$ cat config.mk
export PLATFORM = sky130hd
export DESIGN_NAME = jts16_tile_fetch_arb
export DESIGN_NICKNAME = d
export VERILOG_FILES = /design/src/rtl/jts16_tile_fetch_arb.sv
export SDC_FILE = /design/constraint.sdc
export NUM_CORES = 1
export LEC_CHECK = 0
export CELL_PAD_IN_SITES_DETAIL_PLACEMENT = 1
export CELL_PAD_IN_SITES_GLOBAL_PLACEMENT = 1
export CORE_UTILIZATION = 30
export DETAILED_ROUTE_END_ITERATION = 8
export GPL_TIMING_DRIVEN = 1
export PLACE_DENSITY_LB_ADDON = 0.1
export SLEW_MARGIN = 10
export SYNTH_ARGS = -nofsm -noshare
export SYNTH_HDL_FRONTEND = slang
export SYNTH_SLANG_ARGS = --single-unit
$ cat constraint.sdc
create_clock -name clk -period 8.5 [get_ports clk]
set_clock_uncertainty 0.05 [all_clocks]
set_input_delay 1.275 -clock clk [delete_from_list [all_inputs] [get_ports clk]]
set_output_delay 1.275 -clock clk [all_outputs]
set_load 0.005 [all_outputs]
$ cat src/rtl/jts16_tile_fetch_arb.sv
// Round-robin arbiter sharing one tile-ROM SDRAM slot between the char and two scroll layers.
// Keeps a one-word cache per client and abandons SDRAM accesses that stall past TIMEOUT.
module jts16_tile_fetch_arb #(
    parameter int            AW          = 18,
    parameter logic [AW-1:0] CHAR_OFFSET = 18'h00000,
    parameter logic [AW-1:0] SCR1_OFFSET = 18'h02000,
    parameter logic [AW-1:0] SCR2_OFFSET = 18'h02000,
    parameter int            TIMEOUT     = 63
) (
    input  logic          clk,
    input  logic          rst,
    input  logic          char_cs,
    input  logic [12:0]   char_addr,
    output logic          char_ok,
    output logic [31:0]   char_data,
    input  logic          scr1_cs,
    input  logic [16:0]   scr1_addr,
    output logic          scr1_ok,
    output logic [31:0]   scr1_data,
    input  logic          scr2_cs,
    input  logic [16:0]   scr2_addr,
    output logic          scr2_ok,
    output logic [31:0]   scr2_data,
    output logic          rom_cs,
    output logic [AW-1:0] rom_addr,
    input  logic          rom_ok,
    input  logic [31:0]   rom_data,
    output logic          timeout
);

    typedef enum logic [1:0] {IDLE, WAIT, GAP} state_t;

    state_t             state_q, state_d;
    logic [2:0]         cs_w;
    logic [2:0][16:0]   addr_w;
    logic [2:0][16:0]   la_q;
    logic [2:0]         v_q;
    logic [2:0][31:0]   data_q;
    logic [2:0]         hit, pend;
    logic [1:0]         ptr_q, ptr_d, g_q, g_d, next_ptr;
    logic [16:0]        ga_q, ga_d;
    logic               rom_cs_q, rom_cs_d;
    logic [AW-1:0]      rom_addr_q, rom_addr_d;
    logic [5:0]         timer_q, timer_d;
    logic               timeout_q, timeout_d;
    logic               wr_en;
    logic               gnt_vld;
    logic [1:0]         gnt_idx;

    assign cs_w      = {scr2_cs, scr1_cs, char_cs};
    assign addr_w[0] = {4'd0, char_addr};
    assign addr_w[1] = scr1_addr;
    assign addr_w[2] = scr2_addr;

    function automatic logic [1:0] wrap3(input logic [1:0] p, input logic [1:0] k);
        logic [2:0] s;
        s = {1'b0, p} + {1'b0, k};
        return (s >= 3'd3) ? 2'(s - 3'd3) : s[1:0];
    endfunction

    function automatic logic [AW-1:0] client_offset(input logic [1:0] idx);
        case (idx)
            2'd0:    return CHAR_OFFSET;
            2'd1:    return SCR1_OFFSET;
            default: return SCR2_OFFSET;
        endcase
    endfunction

    // Cache hit is combinational on the live address so ok drops the cycle the address moves
    always_comb begin
        hit = '0;
        for (int i = 0; i < 3; i++) hit[i] = v_q[i] && (addr_w[i] == la_q[i]);
    end

    assign pend = cs_w & ~hit;

    always_comb begin
        gnt_vld = 1'b0;
        gnt_idx = ptr_q;
        for (int k = 2; k >= 0; k--) begin
            if (pend[wrap3(ptr_q, 2'(k))]) begin
                gnt_vld = 1'b1;
                gnt_idx = wrap3(ptr_q, 2'(k));
            end
        end
    end

    assign next_ptr = (g_q == 2'd2) ? 2'd0 : g_q + 2'd1;

    always_comb begin
        state_d    = state_q;
        g_d        = g_q;
        ga_d       = ga_q;
        rom_cs_d   = rom_cs_q;
        rom_addr_d = rom_addr_q;
        timer_d    = timer_q;
        ptr_d      = ptr_q;
        timeout_d  = timeout_q;
        wr_en      = 1'b0;
        case (state_q)
            IDLE: begin
                if (gnt_vld) begin
                    g_d        = gnt_idx;
                    ga_d       = addr_w[gnt_idx];
                    rom_addr_d = AW'(addr_w[gnt_idx]) + client_offset(gnt_idx);
                    rom_cs_d   = 1'b1;
                    timer_d    = '0;
                    state_d    = WAIT;
                end
            end
            WAIT: begin
                if (rom_ok) begin
                    // A word fetched for an address the client has since left is dropped
                    wr_en    = cs_w[g_q] && (addr_w[g_q] == ga_q);
                    rom_cs_d = 1'b0;
                    ptr_d    = next_ptr;
                    state_d  = GAP;
                end else if (timer_q == 6'(TIMEOUT - 1)) begin
                    rom_cs_d  = 1'b0;
                    timeout_d = 1'b1;
                    ptr_d     = next_ptr;
                    state_d   = GAP;
                end else begin
                    timer_d = timer_q + 6'd1;
                end
            end
            GAP:     state_d = IDLE;
            default: state_d = IDLE;
        endcase
    end

    always_ff @(posedge clk or posedge rst) begin
        if (rst) begin
            state_q    <= IDLE;
            g_q        <= '0;
            ga_q       <= '0;
            rom_cs_q   <= 1'b0;
            rom_addr_q <= '0;
            timer_q    <= '0;
            ptr_q      <= '0;
            timeout_q  <= 1'b0;
            la_q       <= '0;
            v_q        <= '0;
            data_q     <= '0;
        end else begin
            state_q    <= state_d;
            g_q        <= g_d;
            ga_q       <= ga_d;
            rom_cs_q   <= rom_cs_d;
            rom_addr_q <= rom_addr_d;
            timer_q    <= timer_d;
            ptr_q      <= ptr_d;
            timeout_q  <= timeout_d;
            if (wr_en) begin
                data_q[g_q] <= rom_data;
                la_q[g_q]   <= ga_q;
                v_q[g_q]    <= 1'b1;
            end
        end
    end

    assign char_ok   = cs_w[0] && hit[0];
    assign scr1_ok   = cs_w[1] && hit[1];
    assign scr2_ok   = cs_w[2] && hit[2];
    assign char_data = data_q[0];
    assign scr1_data = data_q[1];
    assign scr2_data = data_q[2];
    assign rom_cs    = rom_cs_q;
    assign rom_addr  = rom_addr_q;
    assign timeout   = timeout_q;

endmodule

==> impl_metrics.csv, run 1 <==
group,metric,value,unit
synthesis,synth_area,0.00883,mm2
critical_path,reg2reg_depth,14,
grt,grt_pass1_vias,7195,
floorplan,start_util,30.6,%
routing,final_antenna_net_count,0,
synthesis,synthMuxAreaShare,21.9,%
critical_path,critical_path.top_delay_family,"simple AND/OR/NAND/NOR gates",
floorplan,fp.dieH,174,um
synthesis,ys.flop_type,"dfrtp_1",
routing,drtIter0Drc,289,
grt,globalRouteOverflowTotal,0,
floorplan,dieWidth,174,um
timing,setup_viol,0,
floorplan,fp.dieArea,0.0301,mm2
synthesis,ys_types,47,
critical_path,max_stage_delay,870,ps
synthesis,yosys.area_share.simple,8.90,%
worst_hold_path,hold_path_class,"reg -> reg",
synthesis,synth-edff-count,0,
floorplan,core-area,0.0289,mm2
synthesis,ys_ff_latch,186,
cts,htreeDepth,4,
grt,grt_antenna_before_repair,2,
grt,grt.total_usage,18.5,%
placement,place_congestion,0.821,
timing,fin_crit,6020,ps
grt,grt_start_max_net_pins,126,
cts,clock-root-buffer,"clkbuf_16",
synthesis,syn_area_per_cell,12.3,um2
cts,cts_resized,0,
worst_hold_path,min_from,"rom_addr[15]$_DFFE_PP0P_",
critical_path,required,8800,ps
critical_path,crit_chain,"clkdlybuf4s50_1 -> xor2_1 -> nor4_1 -> nand3_1 -> o21ai_0 -> a21oi_1 -> a221oi_4 -> and2_1 -> a22o_1 -> ha_1 -> nand2_1 -> nor2_1 -> a31oi_1 -> or4_4 -> o211ai_2",
critical_path,critPathBufInv,1,
cts,cts_buffer_depth,2,
cts,post_cts.repair.setup_buffers,0,
synthesis,ys_async_sr_fraction,100,%
worst_hold_path,hold_depth,2,
synthesis,synth_fa_ha_area_share,0.963,%
synthesis,synth_compound_area_share,5.91,%
synthesis,synth-xor-area-share,6.64,%
critical_path,crit_slowest_cell,"a221oi_4",
synthesis,synth_top_family_by_area,"multiplexers",
synthesis,synth.top_cells.by_area,"dfrtp_1 53%, mux2_2 19%, xnor2_1 4.3%, mux2i_1 3.1%, o21ai_0 2.4%",
timing,setup_slack,2480,ps
grt,grt_pass1_wl,42800,um
routing,first_pass_iters,4,
critical_path,end_kind,"flop",
synthesis,synthCells,718,
timing,tns,0,ps
synthesis,yosys.area.top_type,"dfrtp_1",
layout,fin_nets,994,
worst_hold_path,holdPathEnd,"rom_addr[15]$_DFFE_PP0P_",
placement,hpwl,18800,um
synthesis,syn_nets,809,
synthesis,synth_top_cells_by_count,"186 x dfrtp_1, 148 x mux2_2, 43 x xnor2_1",
layout,final.fill_count,3086,
synthesis,synth-seq-area-share,52.7,%
critical_path,cp.arrival,6320,ps
routing,wire_per_inst,20.7,um
synthesis,yosys_warnings,0,
cts,cts_sinks,186,
layout,fin_area,0.0118,mm2
timing,hold_violations,0,
critical_path,crit_type,"in -> reg",
run_status,status,"complete, no violations",
layout,area_growth,33.8,%
critical_path,rr_startpoint,"la_q[27]$_DFFE_PP0P_",
routing,viasPerCell,4.87,
job,max-cap-violations,0,
timing,slew_viol_final,0,
critical_path,crit_fanout,19,
cts,cts_inserted_buffers,17,
timing,rsz0062_at_grt,"false",
timing,holdWs,436,ps
synthesis,synth_most_common_cell,"dfrtp_1",
timing,period_share,70.8,%
routing,num_vias,6341,
floorplan,rows,62,
timing,fmax,166,MHz
pwr,powerDensity,227,mW/mm2
layout,drive_above_1_share,22.1,%
pwr,peakVddDrop,0.000120,V
critical_path,reg2reg_to,"rom_addr[16]$_DFFE_PP0P_",
placement,dp_slack,2110,ps
timing,max-slew-margin-rel,32.3,%
placement,numPortBuffers,203,
cts,hold_buffers,0,
cts,cts.reportedPaths.clkPinSlew,80,ps
synthesis,yosys.area.top_type_share,52.7,%
floorplan,ios,204,
timing,worstMarginPinSlew,1020,ps
placement,post_dp_cell_area,0.0112,mm2
pwr,p_total,0.00268,W
cts,insertion_delay,430,ps
critical_path,startpoint_type,"primary input",
pwr,p_leak,5.43,nW
critical_path,reg2reg_slack,3460,ps
routing,drt-total-wl,26900,um
cts,tritoncts,"done",
routing,drc,0,
[final cells by class]
cell class	instances	area [um2]	share of cell area [%]
clock buffers	18	439	3.72
repair buffers	211	2090	17.7
well taps	384	480	4.07
clock inverters	14	173	1.46
multi-input cells	477	3930	33.3
inverters	10	45.0	0.381
flip-flops and latches	186	4650	39.4
diodes	2	5.00	0.0423
[power breakdown]
group          switching [W]  leakage [nW]  internal (W)
logic               0.000479          2.58      0.000366
registers          0.0000827          2.56      0.000949
clock network       0.000400         0.297      0.000407
total               0.000961          5.43       0.00172
[sequential cells by signal (all words and copies together), names as in the netlist]
register and flops:
timeout 1, timer_q 6, char_data 32, ga_q 17, scr2_data 32, v_q 3, g_q 2, la_q 51
rom_addr 5, ptr_q 2, scr1_data 32, rom_cs 1, state_q 2
[worst reg2reg max path: stages, from the launching register on]
cell      delay [ps]
dfrtp_1          390
xor2_1           190
nor4_1           490
nand3_1          220
o21ai_0          510
a21oi_1          190
a221oi_4         870
and2_1           760
a22o_1           280
ha_1             220
nand2_1           70
nor2_1            90
a31oi_1           70
or4_4            500
o211ai_2          80
[cells in the final DEF (no fill, tap or decap), types with 3 or more instances in the layout]
master,count
clkdlybuf4s50_1,203
dfrtp_1,186
mux2_2,148
xnor2_1,43
o21ai_0,42
nand2_1,33
mux2i_1,27
xor2_1,24
nor2_1,23
clkbuf_16,17
nand4_1,16
a21oi_1,15
nand3b_1,14
nand3_1,11
and2_1,9
inv_1,9
nor4_1,9
buf_4,8
nand2b_1,7
nor3_1,7
ha_1,6
clkinv_8,6
and3_1,5
a22oi_1,4
inv_6,4
a21o_1,3
nand2_2,3
inv_8,3
[per-stage QoR]
stage,instances,util (%)
CTS,1300,40.9
global placement,1268,38.8
global route,1300,40.9
detailed placement,1268,38.8
finish,1302,41.0
floorplan,718,-
[cells by family after synthesis]
family | count (synthesis)
flip-flops | 186
multiplexers | 175
AND/OR/NAND/NOR | 146
AO/OA/AOI/OAI | 82
XOR/XNOR | 67
buffers and inverters | 55
adder cells (fa/ha/maj) | 7
[routing by layer]
layer  share of wire, %  wire (um)  track usage [%]
met2                 48      12900             30.7
met3                7.6       2050             6.49
met5                  0          0                0
met1                 43      11500             22.6
met4                1.8        479             5.23
[worst max path at each step]
stage	depth (start not counted)	end	from
after floorplan	1	char_data[0]$_DFFE_PP0P_	rst
after global placement	15	rom_addr[16]$_DFFE_PP0P_	scr1_addr[14]
after detailed placement	15	rom_addr[16]$_DFFE_PP0P_	scr1_addr[14]
after CTS	15	rom_addr[16]$_DFFE_PP0P_	scr1_addr[14]
after global routing	15	rom_addr[16]$_DFFE_PP0P_	scr1_addr[5]
final	15	rom_addr[16]$_DFFE_PP0P_	scr1_addr[5]
Power figures use the tool's default switching activity.
==> run 2, diff against run 1 <==
==> constraint.sdc (replaced) <==
create_clock -name clk -period 5.7 [get_ports clk]
set_clock_uncertainty 0.05 [all_clocks]
set_input_delay 0.855 -clock clk [delete_from_list [all_inputs] [get_ports clk]]
set_output_delay 0.855 -clock clk [all_outputs]
set_load 0.005 [all_outputs]
==> run 2 against run 1 <==
Via count increased by 0.22%. Highest routed layer is now met5. Clock power rose by 46%. Sequential power rose by 51%. Critical path depth did not move. Total power rose by 49%. Die area is the same.
==> impl_metrics.csv, run 2 (synthesized netlist as in run 1, its figures left out) <==
group,metric,value,unit
cts,htreeDepth,4,
layout,drive_above_1_share,22.3,%
pwr,p_sw,0.00143,W
pwr,peakVddDrop,0.000172,V
critical_path,reg2reg_to,"rom_addr[16]$_DFFE_PP0P_",
cts,cts_buffer_depth,2,
routing,drt-total-wl,26800,um
grt,globalRouteOverflowTotal,0,
timing,fmax,226,MHz
pwr,p_comb_share,31.4,%
timing,rsz0062_at_grt,"false",
floorplan,start_util,30.6,%
grt,grt_pass1_vias,7233,
layout,final.fill_count,3066,
floorplan,dieWidth,174,um
critical_path,crit_fanout,7,
grt,grt_pass1_wl,43000,um
cts,cts.reportedPaths.clkPinSlew,80,ps
timing,hold_violations,0,
critical_path,reg2reg_depth,14,
placement,hpwl,18700,um
timing,max-slew-margin-rel,32.8,%
critical_path,reg2reg_slack,1790,ps
critical_path,startpoint_type,"primary input",
layout,largest_reg_flops,51,
routing,num_vias,6355,
worst_hold_path,hold_path_class,"reg -> reg",
routing,wire_per_inst,20.6,um
timing,setup_viol,0,
cts,tritoncts,"done",
placement,place_congestion,0.861,
job,max-cap-violations,0,
worst_hold_path,min_from,"timeout$_DFFE_PP0P_",
critical_path,end_kind,"flop",
floorplan,rows,62,
routing,drtIter0Drc,242,
floorplan,fp.dieH,174,um
cts,hold_buffers,0,
critical_path,crit_type,"in -> reg",
critical_path,required,6000,ps
layout,area_growth,33.8,%
cts,cts_resized,0,
routing,final_antenna_net_count,0,
grt,grt_antenna_before_repair,1,
grt,grt.total_usage,18.5,%
floorplan,fp.dieArea,0.0301,mm2
timing,tns,0,ps
timing,period_share,77.7,%
floorplan,ios,204,
timing,setup_slack,1270,ps
worst_hold_path,hold_depth,1,
pwr,p_sw_share,35.8,%
routing,drc,0,
layout,largest_register,"la_q",
cts,cts_sinks,186,
routing,first_pass_iters,4,
run_status,status,"complete, no violations",
layout,fin_nets,998,
cts,post_cts.repair.setup_buffers,0,
layout,diodes,0,
floorplan,core-area,0.0289,mm2
cts,insertion_delay,430,ps
timing,fin_crit,4430,ps
timing,worstMarginPinSlew,1010,ps
pwr,internal_power,0.00256,W
critical_path,rr_startpoint,"la_q[28]$_DFFE_PP0P_",
critical_path,cp.arrival,4730,ps
pwr,p_leak,5.43,nW
layout,final_cell_mix,"203 x clkdlybuf4s50_1, 186 x dfrtp_1, 148 x mux2_2",
placement,numPortBuffers,203,
placement,dp_slack,896,ps
pwr,seqPwrFrac,39.0,%
layout,final_common_cell,"clkdlybuf4s50_1",
cts,clock-root-buffer,"clkbuf_16",
routing,viasPerCell,4.88,
grt,grt_start_max_net_pins,187,
timing,slew_viol_final,0,
pwr,powerDensity,337,mW/mm2
pwr,p_clk_share,29.6,%
worst_hold_path,holdPathEnd,"timeout$_DFFE_PP0P_",
cts,cts_inserted_buffers,17,
run 2: cell types whose count changed in the layout (fill, tap and decap cells not counted), sizes merged:
cell | previous run | this run
diode | 2 | 0
inv | 16 | 15
buf | 8 | 12
clkinv | 8 | 6
clkbuf | 18 | 17
clkinvlp | 0 | 3
run 2: metal layers:
| layer | track usage [%] | up-vias | part of all wire, % |
|---|---|---|---|
| met5 | 0 | - | 0.045 |
| met4 | 5.01 | 2 | 1.3 |
| met3 | 6.58 | 22 | 7.6 |
| met2 | 30.9 | 170 | 48 |
| met1 | 22.7 | 3245 | 43 |
| li1 | - | 2916 | - |
run 2: per-stage QoR:
step           util, %  cells  hold slack, ps  power (W)  cell area (um2)
2_1_floorplan        -    718             384    0.00238             8840
3_3_place_gp      39.0   1272             397    0.00282            11200
3_5_place_dp      39.0   1272             395    0.00285            11200
4_1_cts           41.0   1303             415    0.00405            11800
5_1_grt           41.0   1303             428    0.00424            11800
6_report          41.0   1303             407    0.00399            11800
run 2: area by class of cell:
type	instances	area [um2]	area share (%)
Clock buffer	17	425	3.60
Clock inverter	14	155	1.31
Inverter	10	41.3	0.349
Multi-Input combinational cell	477	3930	33.2
Sequential cell	186	4650	39.4
Tap cell	384	480	4.06
Timing Repair Buffer	215	2130	18.1
run 2: worst max-delay path, stage by stage:
cell	delay, ps
clkdlybuf4s50_1	480
xor2_1	170
nor4_1	570
nand3_1	230
o21ai_0	470
a21oi_1	140
a221oi_4	400
and2_1	210
a22o_1	160
ha_1	210
nand2_1	80
nor2_1	100
a31oi_1	70
or4_4	500
o211ai_2	80
run 2: how the worst max path moves through the flow:
stage             startpoint                  endpoint  slack, ps
4_1_cts        scr1_addr[14]  rom_addr[16]$_DFFE_PP0P_       1320
3_3_place_gp   scr1_addr[14]  rom_addr[16]$_DFFE_PP0P_        870
6_report       scr1_addr[11]  rom_addr[16]$_DFFE_PP0P_       1270
5_1_grt        scr2_addr[11]  rom_addr[16]$_DFFE_PP0P_       1110
3_5_place_dp   scr1_addr[14]  rom_addr[16]$_DFFE_PP0P_        900
2_1_floorplan   char_addr[7]  rom_addr[16]$_DFFE_PP0P_       1820
run 2: power groups by stage:
| stage | Sequential (W) | Combinational [W] | Clock [W] |
|---|---|---|---|
| final | 0.00156 | 0.00125 | 0.00118 |
| after global routing | 0.00158 | 0.00138 | 0.00128 |
| after CTS | 0.00156 | 0.00127 | 0.00122 |
| after detailed placement | 0.00159 | 0.00126 | 0 |
| after global placement | 0.00158 | 0.00124 | 0 |
| after floorplan | 0.00152 | 0.000851 | 0 |
==> run 3, diff against run 2 <==
==> constraint.sdc (replaced) <==
create_clock -name clk -period 3.58 [get_ports clk]
set_clock_uncertainty 0.05 [all_clocks]
set_input_delay 0.537 -clock clk [delete_from_list [all_inputs] [get_ports clk]]
set_output_delay 0.537 -clock clk [all_outputs]
set_load 0.005 [all_outputs]
==> run 3 against run 2 <==
The flow now finishes with violations (setup timing). Critical path depth stayed put. Global-route usage grew 0.93 points. Critical path type unchanged. Register-to-register slack lost 1800 ps. Worst setup slack lost 1300 ps. Critical endpoint unchanged. Via count is 6.2% higher. Total power increased by 72%. Hold slack improved by 5.9 ps. Non-clock buffer count up 82. Largest cell class unchanged. Cell area up 8.3%.
==> impl_metrics.csv, run 3 (synthesized netlist as in run 1, its figures left out) <==
group,metric,value,unit
placement,hpwl,20300,um
timing,fin_crit,3610,ps
floorplan,ios,204,
routing,num_vias,6750,
pwr,p_leak,6.02,nW
floorplan,rows,62,
floorplan,start_util,30.6,%
timing,setup_slack,-28.1,ps
floorplan,fp.dieArea,0.0301,mm2
layout,largest_reg_flops,51,
critical_path,critical_path.top_delay_family,"simple AND/OR/NAND/NOR gates",
floorplan,core-area,0.0289,mm2
cts,cts.reportedPaths.clkPinSlew,80,ps
cts,htreeDepth,4,
pwr,peakVddDrop,0.000389,V
timing,fmax,277,MHz
cts,cts_inserted_buffers,17,
critical_path,crit_fanout,4,
timing,hold_violations,0,
critical_path,cp_common_cell,"or4_4",
grt,grt.total_usage,19.5,%
pwr,powerDensity,536,mW/mm2
routing,first_pass_iters,4,
layout,largest_register,"la_q",
job,max-cap-violations,0,
floorplan,dieWidth,174,um
layout,diodes,0,
layout,seq_area,0.00465,mm2
timing,worstMarginPinSlew,797,ps
cts,clock-root-buffer,"clkbuf_16",
critical_path,crit_slowest_cell,"or4_4",
critical_path,cp.arrival,3910,ps
floorplan,fp.dieH,174,um
critical_path,startpoint_type,"primary input",
placement,numPortBuffers,203,
critical_path,max_stage_delay,610,ps
grt,grt_start_max_net_pins,52,
timing,max-slew-margin-rel,46.7,%
layout,multi_input_area,0.00421,mm2
cts,tritoncts,"done",
cts,cts_buffer_depth,2,
run_status,status,"finished, violations left",
layout,drive_above_1_share,32.6,%
routing,viasPerCell,4.87,
cts,cts_sinks,186,
routing,drtIter0Drc,254,
placement,place_congestion,0.838,
critical_path,crit_chain,"clkdlybuf4s50_1 -> xnor2_1 -> nand4_1 -> or4_4 -> a31oi_4 -> o31ai_4 -> a221oi_4 -> and2_4 -> a22o_4 -> ha_4 -> nand2_2 -> nor2_2 -> a31oi_2 -> or4_4 -> o211ai_2",
layout,final_util,44.4,%
routing,drc,0,
critical_path,required,3880,ps
grt,grt_antenna_before_repair,1,
critical_path,critPathBufInv,1,
cts,hold_buffers,0,
timing,rsz0062_at_grt,"true",
timing,period_share,101,%
critical_path,end_kind,"flop",
worst_hold_path,hold_path_class,"reg -> reg",
layout,fin_nets,1080,
cts,insertion_delay,430,ps
grt,globalRouteOverflowTotal,0,
routing,drt-total-wl,28400,um
routing,final_antenna_net_count,0,
placement,dp_slack,-859,ps
grt,grt_pass1_vias,7778,
grt,grt_pass1_wl,45400,um
layout,final.fill_count,3067,
routing,wire_per_inst,20.5,um
critical_path,crit_type,"in -> reg",
layout,area_growth,45.0,%
layout,final_common_cell,"dfrtp_1",
run_status,violations,"setup timing",
timing,slew_viol_final,0,
timing,setup_viol,2,
layout,final_cell_mix,"186 x dfrtp_1, 182 x clkdlybuf4s50_1, 147 x mux2_2",
run 3: changes by cell type in the layout (fill, tap and decap cells not counted), moves of 4 or more:
cell,previous run,this run
buf_12,1,6
buf_4,11,85
clkdlybuf4s50_1,203,182
dlygate4sd2_1,0,19
o21ai_0,42,38
o21ai_1,0,4
xnor2_1,43,25
xnor2_2,0,18
run 3: power breakdown:
part | internal (W) | switching [W] | leakage [nW]
sequential | 0.00225 | 0.000206 | 2.56
clock | 0.00101 | 0.000954 | 0.297
combinational | 0.00116 | 0.00128 | 3.16
run 3: per-layer routing:
layer  global-route usage [%]  share of wire (%)  routed length [um]  up-vias
met1                     23.4                 42               11800     3494
met2                     33.9                 50               14200      161
met4                     4.02                1.1                 301        2
met3                     6.43                7.2                2050       21
li1                         -                  -                   -     3072
met5                        0              0.042                  12        -
run 3: path summary, 6_finish.rpt:
check | from | end | slack (ps) | depth (start not counted)
worst max-delay path | char_addr[7] | rom_addr[16]$_DFFE_PP0P_ | -30 | 15
worst min-delay path | timeout$_DFFE_PP0P_ | timeout$_DFFE_PP0P_ | 410 | 1
worst max register to register | la_q[13]$_DFFE_PP0P_ | rom_addr[16]$_DFFE_PP0P_ | -10 | 15
worst min register to register | timeout$_DFFE_PP0P_ | timeout$_DFFE_PP0P_ | 410 | 1
max in group asynchronous | rst | scr1_data[19]$_DFFE_PP0P_ | 2110 | 3
min in group asynchronous | rst | scr2_data[4]$_DFFE_PP0P_ | 550 | 2
run 3: area by class of cell:
class                           count  area share, %
Multi-Input combinational cell    477           32.9
Clock inverter                     14           1.44
Timing Repair Buffer              297           21.9
Sequential cell                   186           36.3
Clock buffer                       18           3.35
Inverter                           10          0.322
Tap cell                          384           3.75
run 3: timing repair:
item,in CTS,in global routing
endpoints found under the hold margin,0,0
setup buffers,3,2
pin swaps,13,13
endpoints found under the setup margin,7,5
gates resized for setup,53,20
run 3: worst reg2reg max path: cells and delay by family (launching register included):
kind	cells	cell delay [ps]
compound gates	6	930
fa+ha+maj	1	150
flops	1	390
simple gates	7	1820
buf+inv	1	160
run 3: stage by stage:
step / TNS [ps] / hold slack, ps / total power [W] / cell area, um2 / cells
floorplan: 0 / 384 / 0.00378 / 8840 / 718
global placement: -9880 / 399 / 0.00469 / 11900 / 1349
detailed placement: -10010 / 401 / 0.00475 / 11900 / 1349
CTS: 0 / 419 / 0.00683 / 12700 / 1384
global route: -396 / 437 / 0.00729 / 12800 / 1386
finish: -47.4 / 413 / 0.00686 / 12800 / 1386
